### src/rtl/tug_referee.sv
// Tug of War referee: consumes the button latch events, walks a one-hot rope
// marker along the LED bar, pulses the latch clear and declares a winner.
module tug_referee #(
  parameter int unsigned NUM_LEDS    = 7,
  parameter int unsigned HOLD_CYCLES = 4
) (
  input  logic                clk,
  input  logic                rst,
  input  logic                push,
  input  logic                tie,
  input  logic                right,
  input  logic                new_game,
  output logic                clear,
  output logic [NUM_LEDS-1:0] leds,
  output logic                winner_valid,
  output logic                winner_right,
  output logic [7:0]          move_count
);

  localparam int unsigned PW = $clog2(NUM_LEDS);
  localparam int unsigned CW = $clog2(HOLD_CYCLES + 1);

  localparam logic [PW-1:0] CENTRE    = PW'(NUM_LEDS / 2);
  localparam logic [PW-1:0] LAST      = PW'(NUM_LEDS - 1);
  localparam logic [CW-1:0] HOLD_INIT = CW'(HOLD_CYCLES);
  localparam logic [NUM_LEDS-1:0] ONE = NUM_LEDS'(1);

  typedef enum logic [1:0] {ARMED, HOLD, WIN} state_t;

  state_t        state_q, state_d;
  logic [PW-1:0] pos_q, pos_d;
  logic [CW-1:0] hold_cnt_q, hold_cnt_d;
  logic          clear_d, winner_valid_d, winner_right_d;
  logic [7:0]    move_count_d;
  logic [NUM_LEDS-1:0] leds_d;

  always_comb begin
    state_d        = state_q;
    pos_d          = pos_q;
    hold_cnt_d     = hold_cnt_q;
    clear_d        = 1'b0;
    winner_valid_d = winner_valid;
    winner_right_d = winner_right;
    move_count_d   = move_count;

    if (new_game) begin
      pos_d          = CENTRE;
      move_count_d   = '0;
      winner_valid_d = 1'b0;
      winner_right_d = 1'b0;
      clear_d        = 1'b1;
      state_d        = HOLD;
      hold_cnt_d     = HOLD_INIT;
    end else begin
      unique case (state_q)
        ARMED: begin
          if (push) begin
            if (!tie) begin
              pos_d = right ? pos_q + PW'(1) : pos_q - PW'(1);
              if (move_count != '1) move_count_d = move_count + 8'd1;
            end
            clear_d = 1'b1;
            if (pos_d == '0 || pos_d == LAST) begin
              state_d        = WIN;
              winner_valid_d = 1'b1;
              winner_right_d = (pos_d == LAST);
            end else begin
              state_d    = HOLD;
              hold_cnt_d = HOLD_INIT;
            end
          end
        end
        HOLD: begin
          hold_cnt_d = hold_cnt_q - CW'(1);
          if (hold_cnt_q == CW'(1)) state_d = ARMED;
        end
        WIN: begin
          // keep the latch flushed so late presses never queue up for the next game
          clear_d = 1'b1;
        end
        default: state_d = ARMED;
      endcase
    end

    leds_d = ONE << pos_d;
  end

  always_ff @(posedge clk or negedge rst) begin
    if (!rst) begin
      state_q      <= ARMED;
      pos_q        <= CENTRE;
      hold_cnt_q   <= '0;
      clear        <= 1'b0;
      leds         <= ONE << CENTRE;
      winner_valid <= 1'b0;
      winner_right <= 1'b0;
      move_count   <= '0;
    end else begin
      state_q      <= state_d;
      pos_q        <= pos_d;
      hold_cnt_q   <= hold_cnt_d;
      clear        <= clear_d;
      leds         <= leds_d;
      winner_valid <= winner_valid_d;
      winner_right <= winner_right_d;
      move_count   <= move_count_d;
    end
  end

endmodule

### config.mk
export PLATFORM = sky130hd
export DESIGN_NAME = tug_referee
export DESIGN_NICKNAME = d
export VERILOG_FILES = /design/src/rtl/tug_referee.sv
export SDC_FILE = /design/constraint.sdc
export NUM_CORES = 1
export LEC_CHECK = 0
export ABC_CLOCK_PERIOD_IN_PS = 4600
export CAP_MARGIN = 20
export CELL_PAD_IN_SITES_DETAIL_PLACEMENT = 0
export CELL_PAD_IN_SITES_GLOBAL_PLACEMENT = 1
export CORE_MARGIN = 3
export CORE_UTILIZATION = 43
export DETAILED_ROUTE_END_ITERATION = 6
export GPL_TIMING_DRIVEN = 0
export PLACE_DENSITY = 0.92
export SLEW_MARGIN = 15
export SYNTH_ARGS = -nofsm -noshare
export SYNTH_HDL_FRONTEND = slang
export SYNTH_SLANG_ARGS = --single-unit
### constraint.sdc
create_clock -name clk -period 4.6 [get_ports clk]
set_input_delay 0.69 -clock clk [delete_from_list [all_inputs] [get_ports clk]]
set_output_delay 0.69 -clock clk [all_outputs]
set_load 0.01 [all_outputs]
==> results of run 1 <==
==> routing by layer <==
metal | part of all wire | up-vias | track usage
met5 | 0 | - | 0
met4 | 0.012 | 0 | 0.06887
met3 | 0.043 | 4 | 0.02518
met2 | 0.52 | 24 | 0.2780
met1 | 0.43 | 552 | 0.1979
li1 | - | 525 | -
==> cells by family after synthesis <==
family,count (synthesis),synth area share
and+or+nand+nor,51,0.2149
buffers and inverters,9,0.03147
xor gates and xnor gates,10,0.06835
DFF,26,0.4703
AOI/OAI and AO/OA,27,0.1367
adders and majority gates,4,0.04137
muxes,5,0.03687
==> final cells by class <==
type	count	area (um2)
clock inverter	1	30.03
timing repair buffer	23	225.2
buffer	5	28.78
clock buffer	3	22.52
inverter	4	15.01
multi-input combinational	97	693.2
sequential	26	654.4
tap	44	55.05
fill	275	1354
==> worst min path at each step <==
| stage | from | endpoint | slack, ns | depth (start not counted) |
|---|---|---|---|---|
| detailed placement | hold_cnt_q[1] | hold_cnt_q[1] | 0.55 | 2 |
| CTS | rst | move_count[7] | 0.34 | 1 |
| floorplan | rst | clear | 0.39 | 0 |
| global placement | hold_cnt_q[1] | hold_cnt_q[1] | 0.55 | 2 |
| finish | rst | move_count[6] | 0.33 | 1 |
| global route | rst | move_count[7] | 0.35 | 1 |
==> cell usage in the layout (no fill, tap or decap), types with 2 or more instances in the layout <==
cell type,instances
dfstp_2,3
xnor2_1,6
nor2b_1,4
dfrtp_1,23
clkbuf_4,3
a211oi_1,4
mux2i_1,4
clkdlybuf4s50_1,22
o22ai_1,2
ha_1,3
buf_2,2
a21oi_1,7
nor2_1,14
nand2_1,6
nand4_1,2
nand2b_1,3
o21ai_0,2
nor3_1,6
clkbuf_1,2
nand3b_1,2
inv_1,4
and3_1,3
xor2_1,3
==> power breakdown <==
group,leakage [nW],switching (mW),internal [mW]
sequential,0.339,0.00627,0.239
clock,0.0279,0.0707,0.0881
combinational,0.335,0.0391,0.0333
total,0.702,0.116,0.360
==> critical path, stage by stage <==
cell and delay [ns]:
clkdlybuf4s50_1 0.56, nor4b_2 0.71, mux2i_1 0.63, nand3b_1 0.21
nor2_1 0.13
==> metrics by stage <==
step                      power (mW)  hold WS [ns]    util
after floorplan               0.2976        0.3944       -
after CTS                     0.4830        0.3399  0.5602
after global routing          0.5000        0.3477  0.5602
final                         0.4764        0.3300  0.5602
after detailed placement      0.3221        0.5491  0.5431
after global placement        0.3193        0.5500  0.5447
==> sequential cells by signal, summed over array words and instances, names as in the netlist <==
name,cells
winner_right,1
pos_q,3
winner_valid,1
leds,7
hold_cnt_q,3
move_count,8
state_q,2
clear,1
==> flow_summary_export.csv, run 1 <==
group,metric,value,unit
synthesis,yosys_warnings,0,
timing,slew_headroom,0.5344,
detailed_routing,ant_nets,0,
worst_hold_path,hold_path_class,"in2async",
setup_path,worstSetupStartpoint,"tie",
timing,clock.fmax,376.3,MHz
die,die_area,0.003954,mm2
power_and_ir_drop,power_leakage,0.7024,nW
detailed_routing,wirelength,2.941,mm
timing,fin_crit_sh,0.5777,
synthesis,synth_commonest_cells,"dfrtp_1 (23), nor2_1 (14), a21oi_1 (7)",
synthesis,yosysMostFrequentCell,"dfrtp_1",
layout,instances_no_fill,203,
run_status,status,"completed",
setup_path,end_kind,"flop",
job,drv_cap,0,
die,initial_core_util,0.4520,
setup_path,r2r_end,"leds[1]",
synthesis,syn_inst,132,
placement,dp_hpwl,2.139,mm
timing,setup_tns,0,ns
detailed_routing,route.detailed.wl_per_inst,14.49,um
timing,setup_ws,1.942,ns
detailed_routing,num_vias,1105,
grt,grt_first_pass_wirelength,5.188,mm
synthesis,synthFlopType,"dfrtp_1",
setup_path,critPathMaxFanout,7,
timing,slew_viol_final,0,
timing,worst_clock_skew,0.01423,ns
grt,grt_pass1_vias,1153,
layout,antenna_cells,0,
layout,nets,170,
clock_tree,clockRootBuffer,"clkbuf_4",
synthesis,ys_types,49,
placement,preCtsSetupSlack,1.604,ns
timing,setup_viol,0,
setup_path,required,4.87,ns
synthesis,ys_async_sr_fraction,1.000,
clock_tree,cts_buffer_depth,2,
setup_path,worstRegToRegCells,5,
clock_tree,cts_sinks,26,
clock_tree,htreeDepth,1,
power_and_ir_drop,vdd.ir_drop.worst,0.1692,mV
setup_path,crit_path_start_kind,"input pin",
setup_path,cp.arrival,2.93,ns
grt,antenna_found_initial,0,
detailed_routing,drtIter0Drc,30,
synthesis,yosys.area.top_type,"dfrtp_1",
grt,track_usage,0.1611,
layout,syn_to_final_growth,23.92,%
synthesis,synth_area_leaders,"dfrtp_1 (41%), dfstp_2 (5.7%), nor2_1 (3.8%)",
timing,worst_pin_slew,0.6966,ns
synthesis,synth-seq-area-share,0.4703,
die,coreArea,0.003078,mm2
timing,hold_violations,0,
placement,postPlaceCellArea,0.001672,mm2
layout,drive_above_1_share,0.1258,
clock_tree,cts_hold_buf,0,
die,die_h,62.88,um
placement,port_buffers,23,
synthesis,synthesis.nets,142,
die,floorplan.rows,20,
timing,min_period,2.658,ns
setup_path,worstReg2RegStart,"state_q[0]",
power_and_ir_drop,powerDensity,276.3,mW/mm2
setup_path,crit_type,"in2reg",
detailed_routing,drt-vias-per-instance,5.443,
clock_tree,cts_post_setup_buffers_inserted,0,
synthesis,syn_area,0.001391,mm2
synthesis,synth_top_area_share,0.4137,
die,die_w,62.88,um
synthesis,syn_avg_cell_area,10.54,um2
timing,rsz0062_at_grt,"false",
placement,dp_cells,199,
detailed_routing,dr.pass1.iters,4,
grt,grt-ovfl-total,0,
setup_path,r2r_slack,2.40,ns
detailed_routing,drc,0,
clock_tree,ctsResizeCount,0,
die,io_pins,24,
clock_tree,worstSkewPairLatency,0.33,ns
synthesis,synth_edf_count,0,
setup_path,cp-endpoint,"leds[1]",
placement,place_congestion,0.8331,
clock_tree,cts.clk_slew.worst_paths,0.15,ns
clock_tree,cts_tree,"done",
layout,postLayoutCellArea,0.001724,mm2
clock_tree,numCtsBuffers,3,
grt,grt_max_degree,27,
synthesis,synth_seq_cells,26,
Note: power is estimated with default switching activity, not from simulation.
==> inputs of run 2 (changes only) <==
--- a/config.mk
+++ b/config.mk
@@ -5,15 +5,15 @@
 export SDC_FILE = /design/constraint.sdc
 export NUM_CORES = 1
 export LEC_CHECK = 0
-export ABC_CLOCK_PERIOD_IN_PS = 4600
+export ABC_CLOCK_PERIOD_IN_PS = 2300
 export CAP_MARGIN = 20
 export CELL_PAD_IN_SITES_DETAIL_PLACEMENT = 0
 export CELL_PAD_IN_SITES_GLOBAL_PLACEMENT = 1
 export CORE_MARGIN = 3
-export CORE_UTILIZATION = 43
+export CORE_UTILIZATION = 36
 export DETAILED_ROUTE_END_ITERATION = 6
 export GPL_TIMING_DRIVEN = 0
-export PLACE_DENSITY = 0.92
+export PLACE_DENSITY = 0.83
 export SLEW_MARGIN = 15
 export SYNTH_ARGS = -nofsm -noshare
 export SYNTH_HDL_FRONTEND = slang
==> constraint.sdc (replaced) <==
create_clock -name clk -period 2.3 [get_ports clk]
set_input_delay 0.345 -clock clk [delete_from_list [all_inputs] [get_ports clk]]
set_output_delay 0.345 -clock clk [all_outputs]
set_load 0.01 [all_outputs]
==> flow_summary_export.csv, run 2 (synthesis results as in run 1) <==
group,metric,value,unit
timing,min_period,2.228,ns
timing,fin_hold_ws,0.4240,ns
placement,dp_hpwl,2.196,mm
grt,grt_first_pass_wirelength,5.078,mm
power_and_ir_drop,pwr-share-comb,0.168,
setup_path,required,2.46,ns
run_status,status,"completed",
layout,largest_reg_flops,8,
detailed_routing,route.detailed.wl_per_inst,14.29,um
job,drv_cap,0,
clock_tree,cts_hold_buf,0,
setup_path,crit_type,"in2reg",
layout,antenna_cells,0,
layout,final_cell_mix,"dfrtp_1 (23), clkdlybuf4s50_1 (23), nor2_1 (14), a21oi_1 (7)",
clock_tree,cts_sinks,26,
layout,instances_no_fill,207,
setup_path,cp.arrival,2.39,ns
detailed_routing,ant_nets,0,
timing,setup_ws,0.07193,ns
detailed_routing,routedLengthMet1,1.360,mm
layout,top_register,"move_count",
clock_tree,cts_buffer_depth,2,
detailed_routing,wirelength,2.958,mm
power_and_ir_drop,p_sw_frac,0.2483,
timing,slew_viol_final,0,
power_and_ir_drop,vdd.ir_drop.worst,0.2365,mV
setup_path,slowest_delay,0.54,ns
worst_hold_path,hold_path_class,"in2async",
detailed_routing,highest_layer,"met4",
layout,nets,172,
power_and_ir_drop,p_int,706.3,uW
detailed_routing,drt-vias-per-instance,5.232,
detailed_routing,dr_wl_met2,1.433,mm
timing,setup_tns,0,ns
grt,grt-ovfl-total,0,
timing,worst_pin_slew,0.5450,ns
setup_path,end_kind,"flop",
timing,rsz0062_at_grt,"false",
die,coreArea,0.003521,mm2
placement,dp_cells,202,
placement,place_congestion,0.7720,
timing,setup_viol,0,
clock_tree,numCtsBuffers,3,
timing,fin_crit_sh,0.9687,
timing,clock.fmax,448.8,MHz
clock_tree,htreeDepth,1,
power_and_ir_drop,p_clk_frac,0.310,
die,io_pins,24,
clock_tree,cts_tree,"done",
timing,worst_clock_skew,0.005497,ns
setup_path,crit_path_start_kind,"input pin",
placement,preCtsSetupSlack,-0.3133,ns
timing,hold_violations,0,
layout,reg.largest.list,"move_count (8), leds (7)",
die,die_area,0.004646,mm2
setup_path,cp_top_family,"buffers and inverters",
clock_tree,cts.clk_slew.worst_paths,0.09,ns
die,die_w,68.17,um
grt,grt_max_degree,18,
detailed_routing,drtIter0Drc,28,
placement,port_buffers,23,
setup_path,critPathMaxFanout,4,
clock_tree,clockRootBuffer,"clkbuf_8",
layout,final_util,0.5107,
power_and_ir_drop,power_frac_seq,0.522,
layout,drive_above_1_share,0.1553,
grt,track_usage,0.1463,
die,die_h,68.17,um
timing,slew_headroom,0.6355,
detailed_routing,met3_length,103,um
clock_tree,worstSkewPairLatency,0.27,ns
setup_path,cpMostUsedCell,"xnor2_1",
setup_path,path_buf_inv,2,
setup_path,slowest_stage,"clkdlybuf4s50_1",
grt,grt_pass1_vias,1111,
die,initial_core_util,0.3952,
detailed_routing,drc,0,
layout,syn_to_final_growth,29.23,%
power_and_ir_drop,power_leakage,0.7277,nW
power_and_ir_drop,power.switching,233.3,uW
grt,antenna_found_initial,0,
detailed_routing,dr.pass1.iters,4,
setup_path,critical_path.cell_chain,"clkdlybuf4s50_1, inv_1, fa_1, xnor2_1, xnor2_1, nand2_2, a221o_1",
power_and_ir_drop,powerDensity,522.6,mW/mm2
detailed_routing,num_vias,1083,
die,floorplan.rows,21,
[run 2: changes by cell type in the layout (fill, tap and decap cells not counted), sizes merged]
cell,before,now
clkdlybuf4s50,22,23
buf,3,4
bufinv,1,0
clkbuf,6,7
[run 2: power groups by stage]
stage	Sequential (mW)	Clock [mW]	Combinational [mW]
final	0.491	0.291	0.158
after global routing	0.495	0.327	0.178
after CTS	0.491	0.304	0.154
after detailed placement	0.500	0	0.151
after global placement	0.498	0	0.141
after floorplan	0.498	0	0.0968
[run 2: final timing paths]
| kind | cells past startpoint | end | slack, ns | startpoint |
|---|---|---|---|---|
| worst max register to register | 5 | state_q[0] | 0.20 | pos_q[0] |
| max in group asynchronous | 2 | pos_q[0] | 1.32 | rst |
| worst max-delay path | 7 | state_q[0] | 0.07 | right |
| min in group clk | 2 | winner_right | 0.58 | winner_right |
| worst min register to register | 2 | winner_right | 0.58 | winner_right |
| worst min-delay path | 1 | leds[1] | 0.42 | rst |
[run 2: cell type report]
cell class              count  area (um2)
inverters                   4       15.01
multi-input cells          97       721.9
repair buffers             25       265.3
flip-flops and latches     26       654.4
clock buffers               4       55.05
plain buffers               5       28.78
fillers                   318        1723
well taps                  46       57.56
[run 2: metrics by stage]
| step | power [mW] | area (um2) |
|---|---|---|
| finish | 0.9396 | 1798 |
| global route | 0.9997 | 1798 |
| detailed placement | 0.6511 | 1707 |
| CTS | 0.9488 | 1774 |
| floorplan | 0.5953 | 1391 |
| global placement | 0.6391 | 1679 |
[run 2: repair_timing]
item                                    CTS  global route
endpoints found under the setup margin    3             4
pin swaps                                 0             2
hold endpoints to repair                  0             0
gates resized for setup                   3             3
setup buffers                             0             1
gates cloned                              0             0
[run 2: per-layer routing]
| metal | vias up | global-route usage |
|---|---|---|
| met1 | 527 | 0.1901 |
| met2 | 19 | 0.2395 |
| met4 | 0 | 0.06203 |
| met5 | - | 0 |
| met3 | 6 | 0.02463 |
| li1 | 531 | - |
